<file path="src/rtl/vga_timing_gen.sv">
// vga_timing_gen: raster timing generator for the VGA output path.
//
// Counts pixels (h_cnt) and lines (v_cnt) on a pixel clock-enable and produces registered
// sync/data-enable/strobe decodes that are aligned with the x/y coordinates they describe.
// Also counts completed frames.
//
// Ports:
//   clk          system clock
//   rst          synchronous, active-high reset
//   pix_ce       pixel clock-enable, one pixel advance per clk while high
//   hsync/vsync  sync outputs, active level set by H_POL / V_POL
//   de           high inside the visible area
//   x / y        horizontal / vertical counters
//   line_start   high while h_cnt == 0
//   frame_start  high while h_cnt == 0 and v_cnt == 0
//   frame_cnt    completed-frame count, wraps modulo 2^FRAME_W
//
// Build option: define VGA_TIMING_PIPE_EN to delay every output except frame_cnt by
// PIPE_DELAY pixel-enable edges, matching a PIPE_DELAY-deep downstream pixel pipeline.
module vga_timing_gen #(
    parameter int unsigned H_ACTIVE   = 640,
    parameter int unsigned H_FP       = 16,
    parameter int unsigned H_SYNC     = 96,
    parameter int unsigned H_BP       = 48,
    parameter int unsigned V_ACTIVE   = 480,
    parameter int unsigned V_FP       = 10,
    parameter int unsigned V_SYNC     = 2,
    parameter int unsigned V_BP       = 33,
    parameter bit          H_POL      = 1'b0,
    parameter bit          V_POL      = 1'b0,
    parameter int unsigned CNT_W      = 10,
    parameter int unsigned FRAME_W    = 8,
    parameter int unsigned PIPE_DELAY = 2
) (
    input  logic               clk,
    input  logic               rst,
    input  logic               pix_ce,
    output logic               hsync,
    output logic               vsync,
    output logic               de,
    output logic [CNT_W-1:0]   x,
    output logic [CNT_W-1:0]   y,
    output logic               line_start,
    output logic               frame_start,
    output logic [FRAME_W-1:0] frame_cnt
);

`ifdef VGA_TIMING_PIPE_EN
    localparam bit PIPE_EN = 1'b1;
`else
    localparam bit PIPE_EN = 1'b0;
`endif

    localparam int unsigned STAGES  = PIPE_EN ? PIPE_DELAY : 0;
    localparam int unsigned H_TOTAL = H_ACTIVE + H_FP + H_SYNC + H_BP;
    localparam int unsigned V_TOTAL = V_ACTIVE + V_FP + V_SYNC + V_BP;

    localparam logic [CNT_W-1:0] H_LAST   = CNT_W'(H_TOTAL - 1);
    localparam logic [CNT_W-1:0] V_LAST   = CNT_W'(V_TOTAL - 1);
    localparam logic [CNT_W-1:0] H_ACT_C  = CNT_W'(H_ACTIVE);
    localparam logic [CNT_W-1:0] V_ACT_C  = CNT_W'(V_ACTIVE);
    localparam logic [CNT_W-1:0] HS_START = CNT_W'(H_ACTIVE + H_FP);
    localparam logic [CNT_W-1:0] HS_END   = CNT_W'(H_ACTIVE + H_FP + H_SYNC);
    localparam logic [CNT_W-1:0] VS_START = CNT_W'(V_ACTIVE + V_FP);
    localparam logic [CNT_W-1:0] VS_END   = CNT_W'(V_ACTIVE + V_FP + V_SYNC);

    localparam int unsigned OUT_W = 2 * CNT_W + 5;

    logic [CNT_W-1:0]   h_cnt_q, h_cnt_d;
    logic [CNT_W-1:0]   v_cnt_q, v_cnt_d;
    logic [FRAME_W-1:0] frame_cnt_q, frame_cnt_d;
    logic               hsync_q, hsync_d;
    logic               vsync_q, vsync_d;
    logic               de_q, de_d;
    logic               line_start_q, line_start_d;
    logic               frame_start_q, frame_start_d;

    logic [OUT_W-1:0]   out_now;
    logic [OUT_W-1:0]   out_del;

    // Decodes are taken from the next counter values so the registered flags line up with
    // the registered coordinates (no lag between x/y and the sync/de they describe).
    always_comb begin
        h_cnt_d     = h_cnt_q;
        v_cnt_d     = v_cnt_q;
        frame_cnt_d = frame_cnt_q;
        if (pix_ce) begin
            if (h_cnt_q == H_LAST) begin
                h_cnt_d = '0;
                if (v_cnt_q == V_LAST) begin
                    v_cnt_d     = '0;
                    frame_cnt_d = frame_cnt_q + FRAME_W'(1);
                end else begin
                    v_cnt_d = v_cnt_q + CNT_W'(1);
                end
            end else begin
                h_cnt_d = h_cnt_q + CNT_W'(1);
            end
        end

        hsync_d       = ((h_cnt_d >= HS_START) && (h_cnt_d < HS_END)) ? H_POL : ~H_POL;
        vsync_d       = ((v_cnt_d >= VS_START) && (v_cnt_d < VS_END)) ? V_POL : ~V_POL;
        de_d          = (h_cnt_d < H_ACT_C) && (v_cnt_d < V_ACT_C);
        line_start_d  = (h_cnt_d == '0);
        frame_start_d = (h_cnt_d == '0) && (v_cnt_d == '0);
    end

    always_ff @(posedge clk) begin
        if (rst) begin
            h_cnt_q       <= '0;
            v_cnt_q       <= '0;
            frame_cnt_q   <= '0;
            hsync_q       <= ~H_POL;
            vsync_q       <= ~V_POL;
            de_q          <= 1'b1;
            line_start_q  <= 1'b1;
            frame_start_q <= 1'b1;
        end else begin
            h_cnt_q       <= h_cnt_d;
            v_cnt_q       <= v_cnt_d;
            frame_cnt_q   <= frame_cnt_d;
            hsync_q       <= hsync_d;
            vsync_q       <= vsync_d;
            de_q          <= de_d;
            line_start_q  <= line_start_d;
            frame_start_q <= frame_start_d;
        end
    end

    assign out_now = {h_cnt_q, v_cnt_q, hsync_q, vsync_q, de_q, line_start_q, frame_start_q};

    if (STAGES == 0) begin : g_no_pipe
        assign out_del = out_now;
    end else begin : g_pipe
        localparam logic [OUT_W-1:0] OUT_RST = {{CNT_W{1'b0}}, {CNT_W{1'b0}}, ~H_POL, ~V_POL,
                                                1'b1, 1'b1, 1'b1};

        logic [OUT_W-1:0] pipe_q [STAGES];
        logic [OUT_W-1:0] pipe_d [STAGES];

        // Shift only on pixel enables so the delay is measured in pixels, not clocks.
        always_comb begin
            pipe_d = pipe_q;
            if (pix_ce) begin
                pipe_d[0] = out_now;
                for (int i = 1; i < STAGES; i++) begin
                    pipe_d[i] = pipe_q[i-1];
                end
            end
        end

        always_ff @(posedge clk) begin
            if (rst) begin
                for (int i = 0; i < STAGES; i++) begin
                    pipe_q[i] <= OUT_RST;
                end
            end else begin
                pipe_q <= pipe_d;
            end
        end

        assign out_del = pipe_q[STAGES-1];
    end

    assign {x, y, hsync, vsync, de, line_start, frame_start} = out_del;
    assign frame_cnt = frame_cnt_q;

endmodule

</file>
<file path="config.mk">
export PLATFORM = sky130hd
export DESIGN_NAME = vga_timing_gen
export DESIGN_NICKNAME = d
export VERILOG_FILES = /design/src/rtl/vga_timing_gen.sv
export SDC_FILE = /design/constraint.sdc
export NUM_CORES = 1
export LEC_CHECK = 0
export ABC_AREA = 1
export CORE_ASPECT_RATIO = 1.2
export CORE_MARGIN = 2
export CORE_UTILIZATION = 53
export CTS_BUF_LIST = sky130_fd_sc_hd__clkbuf_4 sky130_fd_sc_hd__clkbuf_8
export CTS_CLUSTER_DIAMETER = 200
export DETAILED_ROUTE_END_ITERATION = 10
export PLACE_DENSITY = 0.86
export SLEW_MARGIN = 5
export SYNTH_ARGS = -nofsm -noshare
export SYNTH_HDL_FRONTEND = slang
export SYNTH_SLANG_ARGS = --single-unit
</file>
<file path="constraint.sdc">
create_clock -name clk -period 2 [get_ports clk]
set_input_delay 0.4 -clock clk [delete_from_list [all_inputs] [get_ports clk]]
set_output_delay 0.4 -clock clk [all_outputs]
set_load 0.05 [all_outputs]
</file>
==> results of run 1 <==
==> cell families after synthesis <==
logic type	synth area share, %
simple gates	44.0
compound gates	6.27
fa+ha+maj	2.76
flops	36.4
xor+xnor	1.93
mux	0.551
buf+inv	8.06
==> cells in the mapped netlist <==
cell type and n:
a21oi_1 5, nand2_1 63, xnor2_1 1, dfxtp_1 33, inv_1 30, xor2_1 3, buf_6 2, mux2i_1 1
and2_1 1, nand3_2 5, nor3_1 2, o21a_1 1, nand2_2 5, nor2_2 1, o21bai_1 1, a21o_1 1
nor3_4 1, nand3_4 2, o21ai_1 1, nor3b_1 1, nor2_1 53, o21ai_0 11, ha_1 4, clkbuf_1 2
nand3_1 23, inv_2 1, nand4_1 9, a31oi_1 1, nor3_2 3
==> power by group <==
part           internal [mW]  total (mW)  switching (mW)  leakage (nW)
sequential             0.668       0.676         0.00856         0.268
combinational         0.0425       0.114          0.0715         0.861
clock                  0.255       0.518           0.264        0.0484
total                  0.965        1.31           0.344          1.18
==> stage by stage <==
stage | TNS, ns | worst slack [ns]
6_report | 0 | 0.0465
5_1_grt | 0 | 0.00930
4_1_cts | 0 | 0.0207
3_5_place_dp | -2.25 | -0.276
3_3_place_gp | -1.65 | -0.218
2_1_floorplan | 0 | 0.0180
==> state kept, by name, indices dropped and copies added (netlist names) <==
name,flops
frame_cnt,8
x,10
hsync,1
y,10
line_start,1
de,1
frame_start,1
vsync,1
==> worst register-to-register path: cells and delay by family (launching register included) <==
family,cells,cell delay (ns)
flops,1,0.40
simple gates,11,1.32
==> area by class of cell <==
| class | count | area [µm²] | share of cell area (%) |
|---|---|---|---|
| multi-input cells | 199 | 1040 | 41.2 |
| flip-flops and latches | 33 | 666 | 26.3 |
| repair buffers | 62 | 571 | 22.6 |
| inverters | 31 | 116 | 4.60 |
| clock buffers | 6 | 76.3 | 3.02 |
| well taps | 37 | 46.3 | 1.83 |
| clock inverters | 2 | 10.0 | 0.396 |
==> layer usage <==
| layer | GRT usage, % | vias up | wire length (µm) |
|---|---|---|---|
| met4 | 10.8 | 0 | 98 |
| li1 | - | 989 | - |
| met5 | 0 | - | 0 |
| met3 | 7.37 | 9 | 375 |
| met1 | 30.8 | 877 | 1940 |
| met2 | 41.9 | 70 | 2220 |
==> layout by cell type (no fill, tap or decap), drive strengths merged <==
master	n
mux2i	1
and2	1
o21bai	1
dlymetal6s2s	5
nand3	30
nor3b	1
nand2	68
buf	30
ha	4
a31oi	1
clkdlybuf4s50	27
xor2	3
a21o	1
o21ai	12
xnor2	1
nor2	54
clkinv	2
a21oi	5
o21a	1
clkbuf	6
inv	31
nor3	6
nand4	9
dfxtp	33
==> worst max path at each step <==
stage               depth (start not counted)    startpoint            to
floorplan                                  13          y[1]            de
global placement                           10        pix_ce            de
detailed placement                         12        pix_ce   frame_start
CTS                                        12        pix_ce   frame_start
global route                               13          y[1]            de
finish                                      1  frame_cnt[6]  frame_cnt[6]
==> results by group, run 1 <==
Routing
  • Routed WL: 4.64 mm
  • Vias per cell: 5.26
  • ANT nets after route: 0
  • Via count: 1945
  • Drt drc: 0
  • Wire length per cell: 12.5 µm
  • Pre-antenna DRT Iters: 4
  • DRT iter0 DRCs: 109

Critical path
  • Worst path required time: 1.60 ns
  • Worst reg2reg setup slack: 0.17 ns
  • WP buf/inv: 1
  • Slowest stage delay, CP: 0.83 ns
  • Crit path max fanout: 4
  • Startpoint types: flip-flop
  • Crit Path Class: reg -> out
  • Crit path max-delay family: buffers and inverters
  • Slowest stage cell, crit path: clkdlybuf4s50_1
  • Reg2reg start: y[2]
  • Worst r2r path cells: 11
  • CP endpoint kind: output pin
  • Crit-path cells: clkdlybuf4s50_1
  • Reg2reg end: de
  • CP Data Arrival Time: 1.55 ns

Synthesis
  • Synthesized flop and latch total: 33
  • Yosys top cell area share: 36.4%
  • Cell area after synthesis: 0.00182 mm²
  • Unique masters post-synth: 29
  • Leading area contributor after synthesis: dfxtp_1
  • Post-Syn Nets: 274
  • Syn Area/Cell: 6.80 µm²
  • Synth Instances: 267
  • Sequential fraction of the synthesis area: 36.4%
  • Area contributors post-synth: dfxtp_1, nand2_1, nor2_1, nand3_1, inv_1
  • Yosys warns: 0

Timing
  • Post-layout min period: 1.95 ns
  • Final Slew Violations: 0
  • Final Skew: 0.00751 ns
  • Finish-stage setup viols: 0
  • RSZ-0062 raised after global routing: no
  • Final hold viol count: 0
  • Worst Tran Pin Value: 0.522 ns
  • Highest Clock Rate: 0.512 GHz
  • Slew margin rel.: 65.1%
  • Final hold slack: 0.496 ns
  • Final period utilization: 97.7%

Cells and area
  • Final core utilization: 76.4%
  • Area delta synth->final: 39.2%
  • Layout cells sized above 1: 18.9%
  • Nets@finish: 339
  • Post-Layout Cell Count: 370
  • Diode count: 0
  • Final instance area: 0.00253 mm²
  • Fill cell count: 239

Clocking
  • Num Clock Sinks: 33
  • CTS Hold Buffers Added: 0
  • Clock latency on the worst-skew pair: 0.30 ns
  • CTS Buf Count: 5
  • Root Driver: clkbuf_8
  • H-tree Lvls: 2
  • Max Buffers Root-to-Sink: 2
  • Post-CTS Setup Inserts: 0
  • Clock slew at the register clock pins of the worst setup and hold paths: 0.07 ns
  • CTS tree: done
  • Post_cts resized: 0

Placement
  • Hpwl dp: 3.48 mm
  • Post-DP Area: 0.00239 mm²
  • Buffers on Ports: 35
  • Placer Congestion: 0.875
  • # placed instances: 362

Floorplan
  • Ports: 36
  • Die span in x: 57.4 µm
  • Initial Util: 54.9%
  • Die Ht: 68.1 µm
  • Core area: 0.00331 mm²
  • Total die area: 0.00391 mm²
  • Row count: 23

Global route
  • Global-route wire length before repair: 7.53 mm
  • Largest net degree at the start of global routing: 18
  • GRT Resource Usage Total: 25.4%
  • Vias in the first global route: 1704
  • Antenna violations before repair: 0
  • Total grt overflow: 0

Power
  • IR drop worst, VDD: 0.524 mV
  • Cell area power density: 518 mW/mm²
  • Overall Power: 1.31 mW
  • Pleak: 1.18 nW

Hold path
  • Hold path depth: 2
  • Hold_sp: frame_cnt[4]
  • Hold Path End: frame_cnt[4]
  • Hold Path Class: reg -> reg

Job
  • Max Cap Viol: 0

Outcome
  • Status: finished clean
Power figures use the tool's default switching activity.
==> run 2: changes to the inputs <==
- PLACE_DENSITY: 0.86 -> 0.82
==> results by group, run 2 (same netlist as run 1, synthesis figures left out) <==
Outcome
  • Status: finished clean (unchanged)

Clocking
  • Clock slew at the register clock pins of the worst setup and hold paths: 0.07 ns (about the same)
  • Clock latency on the worst-skew pair: 0.29 ns (was 0.30 ns)
  • H-tree Lvls: 2 (unchanged)
  • Num Clock Sinks: 33 (unchanged)
  • CTS Buf Count: 5 (unchanged)
  • Max Buffers Root-to-Sink: 2 (unchanged)
  • Root Driver: clkbuf_8 (unchanged)
  • CTS Hold Buffers Added: 0 (unchanged)
  • CTS tree: done (unchanged)

Placement
  • Placer Congestion: 0.941 (was 0.875)
  • Buffers on Ports: 35 (unchanged)
  • # placed instances: 368 (was 362)
  • Post-DP Area: 0.00245 mm² (was 0.00239 mm²)
  • Hpwl dp: 3.49 mm (was 3.48 mm)

Cells and area
  • Commonest cells after routing, fill and taps aside: nand2_1, nor2_1, buf_4 (was nand2_1, nor2_1, dfxtp_1)
  • Final instance area: 0.00269 mm² (was 0.00253 mm²)
  • Layout cells sized above 1: 23.3% (was 18.9%)
  • Nets@finish: 350 (was 339)
  • Area delta synth->final: 48.4% (was 39.2%)
  • Fill cell count: 203 (was 239)
  • Post-Layout Cell Count: 381 (was 370)
  • Most common cell after layout, fill and taps aside: nand2_1 (unchanged)
  • Diode count: 0 (unchanged)

Critical path
  • CP Data Arrival Time: 1.56 ns (was 1.55 ns)
  • Crit path max fanout: 6 (was 4)
  • Crit-path cells: clkdlybuf4s50_1 (unchanged)
  • Slowest stage delay, CP: 0.84 ns (was 0.83 ns)
  • Slowest stage cell, crit path: clkdlybuf4s50_1 (unchanged)
  • WP buf/inv: 1 (unchanged)
  • CP endpoint kind: output pin (unchanged)
  • Worst path required time: 1.60 ns (about the same)
  • Crit path max-delay family: buffers and inverters (unchanged)
  • Crit Path Class: reg -> out (unchanged)
  • Startpoint types: flip-flop (unchanged)

Job
  • Max Cap Viol: 0 (unchanged)

Routing
  • Wire length per cell: 13.8 µm (was 12.5 µm)
  • Via count: 2037 (was 1945)
  • ANT nets after route: 0 (unchanged)
  • Drt drc: 0 (unchanged)
  • Pre-antenna DRT Iters: 4 (unchanged)
  • Vias per cell: 5.35 (was 5.26)
  • DRT iter0 DRCs: 105 (was 109)
  • Routed WL: 5.25 mm (was 4.64 mm)

Power
  • Pint: 1.02 mW (was 0.965 mW)
  • Overall Power: 1.36 mW (was 1.31 mW)
  • IR drop worst, VDD: 0.483 mV (was 0.524 mV)
  • Seq pwr share: 49.6% (was 51.7%)
  • Clock share of power: 41.6% (was 39.6%)
  • Combinational power share: 8.8% (was 8.7%)
  • Sw Pwr: 0.341 mW (was 0.344 mW)
  • Pleak: 1.26 nW (was 1.18 nW)
  • Cell area power density: 506 mW/mm² (was 518 mW/mm²)
  • Sw Ratio: 25.0% (was 26.3%)

Timing
  • Post-layout min period: 1.96 ns (was 1.95 ns)
  • Final Skew: 0.00184 ns (was 0.00751 ns)
  • Worst Tran Pin Value: 0.533 ns (was 0.522 ns)
  • Highest Clock Rate: 0.510 GHz (was 0.512 GHz)
  • Finish-stage setup viols: 0 (unchanged)
  • Final hold viol count: 0 (unchanged)
  • Slew margin rel.: 64.4% (was 65.1%)
  • Final period utilization: 98.0% (was 97.7%)
  • Final Slew Violations: 0 (unchanged)

Global route
  • Antenna violations before repair: 0 (unchanged)
  • Global-route wire length before repair: 7.50 mm (was 7.53 mm)
  • Total grt overflow: 0 (unchanged)
  • Largest net degree at the start of global routing: 11 (was 18)
  • GRT Resource Usage Total: 25.2% (was 25.4%)
  • Vias in the first global route: 1738 (was 1704)

Floorplan
  • Total die area: 0.00391 mm² (unchanged)
  • Initial Util: 54.9% (unchanged)
  • Die span in x: 57.4 µm (unchanged)
  • Core area: 0.00331 mm² (unchanged)
  • Die Ht: 68.1 µm (unchanged)
  • Row count: 23 (unchanged)
  • Ports: 36 (unchanged)

Hold path
  • Hold Path Class: reg -> reg (unchanged)
## run 2: final cells by class
cell class	count	area, µm²	share of cell area, %
Tap cell	37	46.3	1.72
Timing Repair Buffer	73	679	25.2
Sequential cell	33	668	24.8
Clock buffer	7	96.3	3.58
Clock inverter	1	5.00	0.186
Multi-Input combinational cell	199	1080	40.1
Inverter	31	119	4.41
## run 2: layer usage
layer	global-route usage [%]	up-vias	part of all wire (%)	wire [µm]
met2	47.3	75	52	2730
li1	-	1010	-	-
met5	0	-	0	0
met3	6.05	16	6.5	342
met1	27.8	936	39	2060
met4	7.85	0	2.4	124
## run 2: power groups by stage
stage / combinational [mW] / clock, mW / sequential (mW)
after floorplan: 0.0361 / 0 / 0.724
after global placement: 0.114 / 0 / 0.690
after detailed placement: 0.117 / 0 / 0.690
after CTS: 0.117 / 0.573 / 0.675
after global routing: 0.128 / 0.591 / 0.678
final: 0.120 / 0.567 / 0.677
## run 2: worst paths after layout
| check | cells past startpoint | from | end | slack, ns |
|---|---|---|---|---|
| max | 1 | x[6] | x[6] | 0.04 |
| min | 2 | frame_cnt[4] | frame_cnt[4] | 0.50 |
| max reg2reg | 12 | x[1] | vsync | 0.09 |
| min reg2reg | 2 | frame_cnt[4] | frame_cnt[4] | 0.50 |
## run 2: tightest hold or removal path: cells and delay by family, from the launching register on
family          cells  cell delay (ns)
compound gates      1             0.05
flops               1             0.33
buf+inv             1             0.07
## run 2: what timing repair did
action | 4_1_cts | 5_1_grt
cloned | 0 | 1
hold endpoints to repair | 0 | 0
pin swaps | 0 | 7
gates resized for setup | 3 | 21
setup buffers | 0 | 4
endpoints found under the setup margin | 1 | 10
## run 2: stage by stage
step / hold slack (ns) / setup TNS (ns) / utilization (%) / setup slack (ns)
2_1_floorplan: 0.483 / 0 / - / 0.0180
3_3_place_gp: 0.477 / -1.75 / 74.0 / -0.348
3_5_place_dp: 0.496 / -2.53 / 74.0 / -0.426
4_1_cts: 0.509 / 0 / 77.4 / 0.0132
5_1_grt: 0.538 / -0.0642 / 81.4 / -0.0446
6_report: 0.503 / 0 / 81.4 / 0.0401
